## src/rtl/md_sequencer.sv

```systemverilog
// Multi-cycle MULT/DIV sequencer: freezes the pipeline, pulses the multdiv unit, returns one writeback packet.
// Optional BUSY watchdog compiled in with `define MD_TIMEOUT_EN (parameter TIMEOUT).
module md_sequencer #(
`ifdef MD_TIMEOUT_EN
    parameter int unsigned TIMEOUT = 48,
`endif
    parameter logic [31:0] EXC_MULT = 32'd4,
    parameter logic [31:0] EXC_DIV  = 32'd5
) (
    input  logic        clock,
    input  logic        reset,
    input  logic        issue_valid,
    input  logic        issue_is_div,
    input  logic [31:0] issue_a,
    input  logic [31:0] issue_b,
    input  logic [4:0]  issue_rd,
    output logic        stall,
    output logic        ctrl_MULT,
    output logic        ctrl_DIV,
    output logic [31:0] md_a,
    output logic [31:0] md_b,
    input  logic [31:0] md_result,
    input  logic        md_exception,
    input  logic        md_ready,
    output logic        wb_valid,
    output logic        wb_we,
    output logic [4:0]  wb_reg,
    output logic [31:0] wb_data,
    output logic [31:0] busy_cycles
);

    localparam logic [1:0] S_IDLE  = 2'd0;
    localparam logic [1:0] S_START = 2'd1;
    localparam logic [1:0] S_BUSY  = 2'd2;
    localparam logic [1:0] S_DONE  = 2'd3;

    logic [1:0]  state_q, state_d;
    logic [31:0] a_q, a_d, b_q, b_d;
    logic [4:0]  rd_q, rd_d;
    logic        div_q, div_d;
    logic [31:0] result_q, result_d;
    logic        exc_q, exc_d;
    logic [31:0] busy_cycles_q, busy_cycles_d;
`ifdef MD_TIMEOUT_EN
    logic [31:0] tmo_q, tmo_d;
`endif

    always_comb begin
        state_d  = state_q;
        a_d      = a_q;
        b_d      = b_q;
        rd_d     = rd_q;
        div_d    = div_q;
        result_d = result_q;
        exc_d    = exc_q;
`ifdef MD_TIMEOUT_EN
        tmo_d    = tmo_q;
`endif
        case (state_q)
            S_IDLE: begin
                if (issue_valid) begin
                    a_d     = issue_a;
                    b_d     = issue_b;
                    rd_d    = issue_rd;
                    div_d   = issue_is_div;
                    state_d = S_START;
                end
            end
            S_START: begin
                state_d = S_BUSY;
`ifdef MD_TIMEOUT_EN
                tmo_d   = '0;
`endif
            end
            S_BUSY: begin
                if (md_ready) begin
                    result_d = md_result;
                    exc_d    = md_exception;
                    state_d  = S_DONE;
                end
`ifdef MD_TIMEOUT_EN
                // Watchdog abort reports as an exception so the packet lands in $rstatus.
                else if (tmo_q == TIMEOUT - 1) begin
                    result_d = '0;
                    exc_d    = 1'b1;
                    state_d  = S_DONE;
                end else begin
                    tmo_d = tmo_q + 32'd1;
                end
`endif
            end
            default: state_d = S_IDLE;
        endcase
    end

    always_comb begin
        stall = ~reset & (((state_q == S_IDLE) & issue_valid) |
                          (state_q == S_START) | (state_q == S_BUSY));
        busy_cycles_d = busy_cycles_q + {31'b0, stall};
    end

    always_ff @(posedge clock or posedge reset) begin
        if (reset) begin
            state_q       <= S_IDLE;
            a_q           <= '0;
            b_q           <= '0;
            rd_q          <= '0;
            div_q         <= 1'b0;
            result_q      <= '0;
            exc_q         <= 1'b0;
            busy_cycles_q <= '0;
`ifdef MD_TIMEOUT_EN
            tmo_q         <= '0;
`endif
        end else begin
            state_q       <= state_d;
            a_q           <= a_d;
            b_q           <= b_d;
            rd_q          <= rd_d;
            div_q         <= div_d;
            result_q      <= result_d;
            exc_q         <= exc_d;
            busy_cycles_q <= busy_cycles_d;
`ifdef MD_TIMEOUT_EN
            tmo_q         <= tmo_d;
`endif
        end
    end

    always_comb begin
        ctrl_MULT   = (state_q == S_START) & ~div_q;
        ctrl_DIV    = (state_q == S_START) & div_q;
        md_a        = a_q;
        md_b        = b_q;
        busy_cycles = busy_cycles_q;
        wb_valid    = (state_q == S_DONE);
        wb_we       = wb_valid & (exc_q | (rd_q != '0));
        wb_reg      = '0;
        wb_data     = '0;
        if (wb_valid) begin
            wb_reg  = exc_q ? 5'd30 : rd_q;
            wb_data = exc_q ? (div_q ? EXC_DIV : EXC_MULT) : result_q;
        end
    end

endmodule
```

## config.mk

```make
export PLATFORM = sky130hd
export DESIGN_NAME = md_sequencer
export DESIGN_NICKNAME = d
export VERILOG_FILES = /design/src/rtl/md_sequencer.sv
export SDC_FILE = /design/constraint.sdc
export NUM_CORES = 1
export LEC_CHECK = 0
export BUFFER_PORTS_ARGS = -buffer_cell sky130_fd_sc_hd__buf_4
export CORE_ASPECT_RATIO = 0.9
export CORE_MARGIN = 2
export CORE_UTILIZATION = 30
export DETAILED_ROUTE_END_ITERATION = 10
export PLACE_DENSITY = 0.54
export REMOVE_ABC_BUFFERS = 1
export SLEW_MARGIN = 0
export SYNTH_ARGS = -nofsm -noshare
export SYNTH_HDL_FRONTEND = slang
export SYNTH_SLANG_ARGS = --single-unit
```

## constraint.sdc

```tcl
create_clock -name clock -period 4.8 [get_ports clock]
set_input_delay 1.44 -clock clock [delete_from_list [all_inputs] [get_ports clock]]
set_output_delay 1.44 -clock clock [all_outputs]
set_load 0.05 [all_outputs]
```

==> results.yml, run 1 <==
status:
  outcome: "complete, no violations"
power:
  p_leak_nw: 4.058
  p_per_area_nw_per_um2: 718.1
  ir_worst_vdd_v: 0.0004249
  power_mw: 6.018
synth:
  synth_cell_types: 27
  ys_warn_count: 0
  synth_xor_area_share_pct: 4.628
  synth_edf_count: 0
  synth_top_cell_area_share_pct: 60.38
  ys_seq_area_share_pct: 60.38
  syn_area_per_cell_sq_um: 14.19
  yosysTopAreaCell: "dfrtp_1"
  synth-simple-area-share_pct: 10.18
  synth_cells: 400
  synthMuxAreaShare_pct: 20.60
  synthesis.area_sq_um: 5678
  ys_ff_latch: 137
  synth_common_cells: "dfrtp_1, mux2_2, and2_1"
  yosysMostFrequentCell: "dfrtp_1"
  synth_compound_gate_area_share_pct: 1.344
  async_reset_ff_share_pct: 100.0
  synthAdderAreaFrac_pct: 1.543
  synthFlopType: "dfrtp_1"
  synth_top_family_by_area: "multiplexers"
  synth.area.top_cells: "dfrtp_1, mux2_2, and2_1"
clock_network:
  post-cts-setup-buffer-count: 0
  cts_tree: "built"
  root_buffer: "clkbuf_16"
  cts_num_sinks: 137
  htreeDepth: 4
  insertion_delay_ns: 0.41
  hold_buffers: 0
  clockBufferDepth: 2
  cts_made_buffers: 17
  clkTransAtPathRegs_ns: 0.06
  cts-resized-gates: 0
floorplanning:
  io_pins: 245
  die_area_sq_um: 20040
  placementRows: 47
  core-area_sq_um: 18470
  die_height_um: 134.5
  start_util_pct: 30.75
  die_x_um: 149.0
detailed_routing:
  first_pass_iters: 4
  vias_per_cell: 4.388
  drtIter0Drc: 122
  wl_per_cell_um: 15.76
  ant_nets: 0
  drc: 0
  via_count: 3993
  wl_mm: 14.34
timing:
  fin_skew_ns: 0.008883
  relSlewSlack_pct: 36.85
  fmax_ghz: 0.2847
  hold_viol: 0
  finalHoldWorstSlack_ns: 0.4869
  min_period_over_period_pct: 73.17
  finalCriticalPeriod_ns: 3.512
  tightest_slew_ns: 0.9473
  setup_slack_ns: 1.288
  setup_viol: 0
  rsz0062_at_grt: "no"
  slew_violations: 0
critical_path:
  end_kind: "output pin"
  worst_path_most_repeated_cell: "buf_4"
  cp.arrival_ns: 2.07
  critPathRequiredTime_ns: 3.36
  crit_type: "flop to output pin"
  critPathTopFamily: "buffers and inverters"
  cp_num_buf_inv: 2
  crit_chain: "ha_1 -> nor2b_1 -> buf_4 -> and2_1 -> buf_4"
  start_kind: "flop"
  critPathSlowestCell: "dfrtp_1"
  slowest_delay_ns: 0.40
  critPathMaxFanout: 31
global_routing:
  antenna_found_initial: 0
  grt_max_degree: 73
  grt_pass1_vias: 4192
  grt_overflow: 0
  grt_pass1_wl_mm: 22.56
  track_usage_pct: 14.55
placed_design:
  post-place-ws_ns: 1.329
  dp_hpwl_mm: 10.49
  port_buffers: 244
  gp_congestion: 0.7180
cells_and_area:
  nFillCells: 1720
  area_growth_pct: 47.60
  drive_gt1_share_pct: 58.65
  final_nets: 767
  num_antenna_cells: 0
job:
  maxCapViolCount: 0
min_path:
  hp-class: "flop to flop"
power breakdown:
part | switching (mW) | internal (mW) | leakage, nW
Combinational | 1.84 | 1.04 | 2.12
Sequential | 0.270 | 1.64 | 1.68
Clock | 0.506 | 0.727 | 0.265
cell usage in the layout, fill, tap and decap left out, types with 5 or more instances in the layout:
cell type and count:
inv_1 5, dfrtp_1 137, xor2_1 7, buf_4 247, nand3_1 15, mux2_2 103
nor2_1 8, xnor2_1 23, nand2_1 11, ha_1 7, o21a_1 5, and2_1 33
clkbuf_16 17, nand4_1 8
cells by family after synthesis:
family / after synthesis
compound gates: 11
xor+xnor: 30
fa+ha+maj: 7
buf+inv: 20
flops: 137
mux: 104
simple gates: 91
sequential cells by signal, summed over array words and instances (netlist names):
name         count
result_q        32
busy_cycles     32
exc_q            1
rd_q             5
div_q            1
state_q          2
md_a            32
md_b            32
worst reg2reg max path: cells and delay by family (launching register included):
kind | cells | cell delay [ns]
adders and majority gates | 2 | 0.47
and+or+nand+nor | 4 | 1.08
AOI/OAI and AO/OA | 1 | 0.22
buffers and inverters | 1 | 0.12
DFF | 1 | 0.41
xor gates and xnor gates | 1 | 0.23
metal layers:
| metal | up-vias | track usage, % | wire (um) |
|---|---|---|---|
| met5 | - | 0 | 0 |
| met4 | 0 | 5.238 | 240 |
| met3 | 19 | 6.014 | 1316 |
| met2 | 167 | 23.12 | 6717 |
| met1 | 1918 | 17.84 | 6067 |
| li1 | 1889 | - | - |
path summary, 6_finish.rpt:
path | to | start | cells after the start | slack, ns
worst max register to register | busy_cycles[27]$_DFF_PP0_ | state_q[1]$_DFFE_PP0P_ | 9 | 2.20
max in group asynchronous | result_q[23]$_DFFE_PP0P_ | reset | 3 | 2.85
worst min register to register | busy_cycles[31]$_DFF_PP0_ | busy_cycles[31]$_DFF_PP0_ | 1 | 0.49
worst min-delay path | busy_cycles[31]$_DFF_PP0_ | busy_cycles[31]$_DFF_PP0_ | 1 | 0.49
min in group asynchronous | md_b[7]$_DFFE_PP0N_ | reset | 2 | 1.12
worst max-delay path | wb_data[23] | state_q[0]$_DFFE_PP0P_ | 5 | 1.29
stage by stage:
| step | cell area (sq um) | std cells | util, % | TNS (ns) |
|---|---|---|---|---|
| 2_1_floorplan | 5625 | 386 | - | -55.19 |
| 3_3_place_gp | 7819 | 879 | 42.34 | 0 |
| 3_5_place_dp | 7819 | 879 | 42.34 | 0 |
| 4_1_cts | 8381 | 910 | 45.39 | 0 |
| 5_1_grt | 8381 | 910 | 45.39 | 0 |
| 6_report | 8381 | 910 | 45.39 | 0 |
final cells by class:
type                            count  area [sq um]  share of cell area, %
Inverter                            6         27.53                 0.3285
Tap cell                          245         306.5                  3.658
Multi-Input combinational cell    243          2182                  26.04
Timing Repair Buffer              248          1874                  22.36
Clock inverter                     13         122.6                  1.463
Sequential cell                   137          3428                  40.91
Clock buffer                       18         439.2                  5.240
No activity file was read; power rests on OpenSTA's default activity.
==> run 2: changes to the inputs <==
Settings changed: PLACE_DENSITY 0.54 to 0.52.
Clock period 4.8 ns to 3.7 ns, I/O delays scaled along.
==> run 2 against run 1 <==
Net effect:
- design area rose by 1.1%
- clock power rose by 49%
- non-clock buffer count rose by 2
- clock-buffer cell count did not move
- via count rose by 0.58%
- sequential power rose by 29%
- critical endpoint is now wb_data[5]
==> results.yml, run 2 (synthesis results as in run 1) <==
floorplanning:
  die_height_um: 134.5
  io_pins: 245
  die_area_sq_um: 20040
  start_util_pct: 30.75
  core-area_sq_um: 18470
  die_x_um: 149.0
  placementRows: 47
cells_and_area:
  layout_common_cells: "buf_4, dfrtp_1, mux2_2"
  nFillCells: 1737
  num_antenna_cells: 0
  final_common_cell: "buf_4"
  finish.utilization_pct: 45.87
  final_nets: 769
  area_growth_pct: 49.16
  drive_gt1_share_pct: 58.77
timing:
  setup_slack_ns: 0.5588
  slew_violations: 0
  hold_viol: 0
  fmax_ghz: 0.3184
  tightest_slew_ns: 0.9009
  setup_viol: 0
  fin_skew_ns: 0.008890
  relSlewSlack_pct: 39.94
  min_period_over_period_pct: 84.90
  finalCriticalPeriod_ns: 3.141
  rsz0062_at_grt: "no"
global_routing:
  grt_overflow: 0
  antenna_found_initial: 0
  track_usage_pct: 14.46
  grt_pass1_vias: 4121
  grt_max_degree: 72
  grt_pass1_wl_mm: 22.30
critical_path:
  cp.arrival_ns: 2.03
  cp_num_buf_inv: 2
  critPathTopFamily: "buffers and inverters"
  end_kind: "output pin"
  crit_chain: "ha_1 -> nor2b_1 -> buf_4 -> and2_1 -> buf_4"
  worst_path_most_repeated_cell: "buf_4"
  critPathSlowestCell: "dfrtp_1"
  start_kind: "flop"
  critPathMaxFanout: 31
  crit_type: "flop to output pin"
  rrSetupSlack_ns: 0.98
  critPathRequiredTime_ns: 2.59
  slowest_delay_ns: 0.39
power:
  power_mw: 8.045
  p_per_area_nw_per_um2: 949.8
  p_leak_nw: 4.105
  ir_worst_vdd_v: 0.0004412
detailed_routing:
  vias_per_cell: 4.404
  wl_per_cell_um: 15.79
  via_count: 4016
  ant_nets: 0
  drtIter0Drc: 116
  drc: 0
  first_pass_iters: 6
  wl_mm: 14.40
clock_network:
  htreeDepth: 4
  root_buffer: "clkbuf_16"
  clockBufferDepth: 2
  cts_tree: "built"
  insertion_delay_ns: 0.41
  cts_made_buffers: 17
  clkTransAtPathRegs_ns: 0.06
  cts_num_sinks: 137
  cts-resized-gates: 0
  post-cts-setup-buffer-count: 0
  hold_buffers: 0
placed_design:
  port_buffers: 244
  post-place-ws_ns: 0.5170
  dp_hpwl_mm: 10.64
  gp_congestion: 0.7299
min_path:
  hp-class: "flop to flop"
job:
  maxCapViolCount: 0
status:
  outcome: "complete, no violations"
==> run 2: path summary, 6_finish.rpt <==
kind / endpoint / cells after the start / start
max: wb_data[5] / 5 / state_q[1]$_DFFE_PP0P_
min: busy_cycles[13]$_DFF_PP0_ / 1 / busy_cycles[13]$_DFF_PP0_
max reg2reg: busy_cycles[28]$_DFF_PP0_ / 10 / state_q[0]$_DFFE_PP0P_
min reg2reg: busy_cycles[13]$_DFF_PP0_ / 1 / busy_cycles[13]$_DFF_PP0_
max in group asynchronous: md_b[11]$_DFFE_PP0N_ / 3 / reset
min in group asynchronous: md_a[1]$_DFFE_PP0N_ / 2 / reset
==> run 2: where the power goes <==
part / leakage, nW / internal (mW) / switching [mW] / total (mW)
registers: 1.68 / 2.12 / 0.347 / 2.47
logic: 2.12 / 1.35 / 2.39 / 3.74
clock network: 0.308 / 1.20 / 0.626 / 1.83
total: 4.11 / 4.68 / 3.37 / 8.04
==> run 2: worst register-to-register path, cell delays in order (launching register included) <==
cell and delay [ns]:
dfrtp_1 0.41, inv_1 0.11, ha_1 0.22, nor2_1 0.09, a21oi_1 0.31, ha_1 0.27
ha_1 0.24, nand2_1 0.14, nor4_4 0.48, nand4_1 0.20, xnor2_1 0.15
==> run 2: stage by stage <==
step | hold WS, ns | std cells | instance area (sq um) | setup TNS, ns
2_1_floorplan | 0.4707 | 386 | 5625 | -185.21
3_3_place_gp | 0.4781 | 881 | 7829 | 0
3_5_place_dp | 0.4809 | 881 | 7829 | 0
4_1_cts | 0.4937 | 912 | 8469 | 0
5_1_grt | 0.5059 | 912 | 8469 | 0
6_report | 0.4906 | 912 | 8469 | 0
==> run 2: metal layers <==
metal	part of all wire, %	track usage [%]	routed length [um]	vias up
li1	-	-	-	1894
met1	40	17.52	5695	1941
met2	49	23.14	7036	162
met3	9.5	6.014	1368	19
met4	2.1	5.344	299	0
met5	0	0	0	-
==> run 2: cell type report <==
class	instances	area [sq um]	area share (%)
clock inverter	13	201.4	2.378
tap	245	306.5	3.619
multi-input combinational	243	2177	25.71
inverter	6	27.53	0.3250
timing repair buffer	250	1889	22.31
sequential	137	3428	40.48
clock buffer	18	439.2	5.185
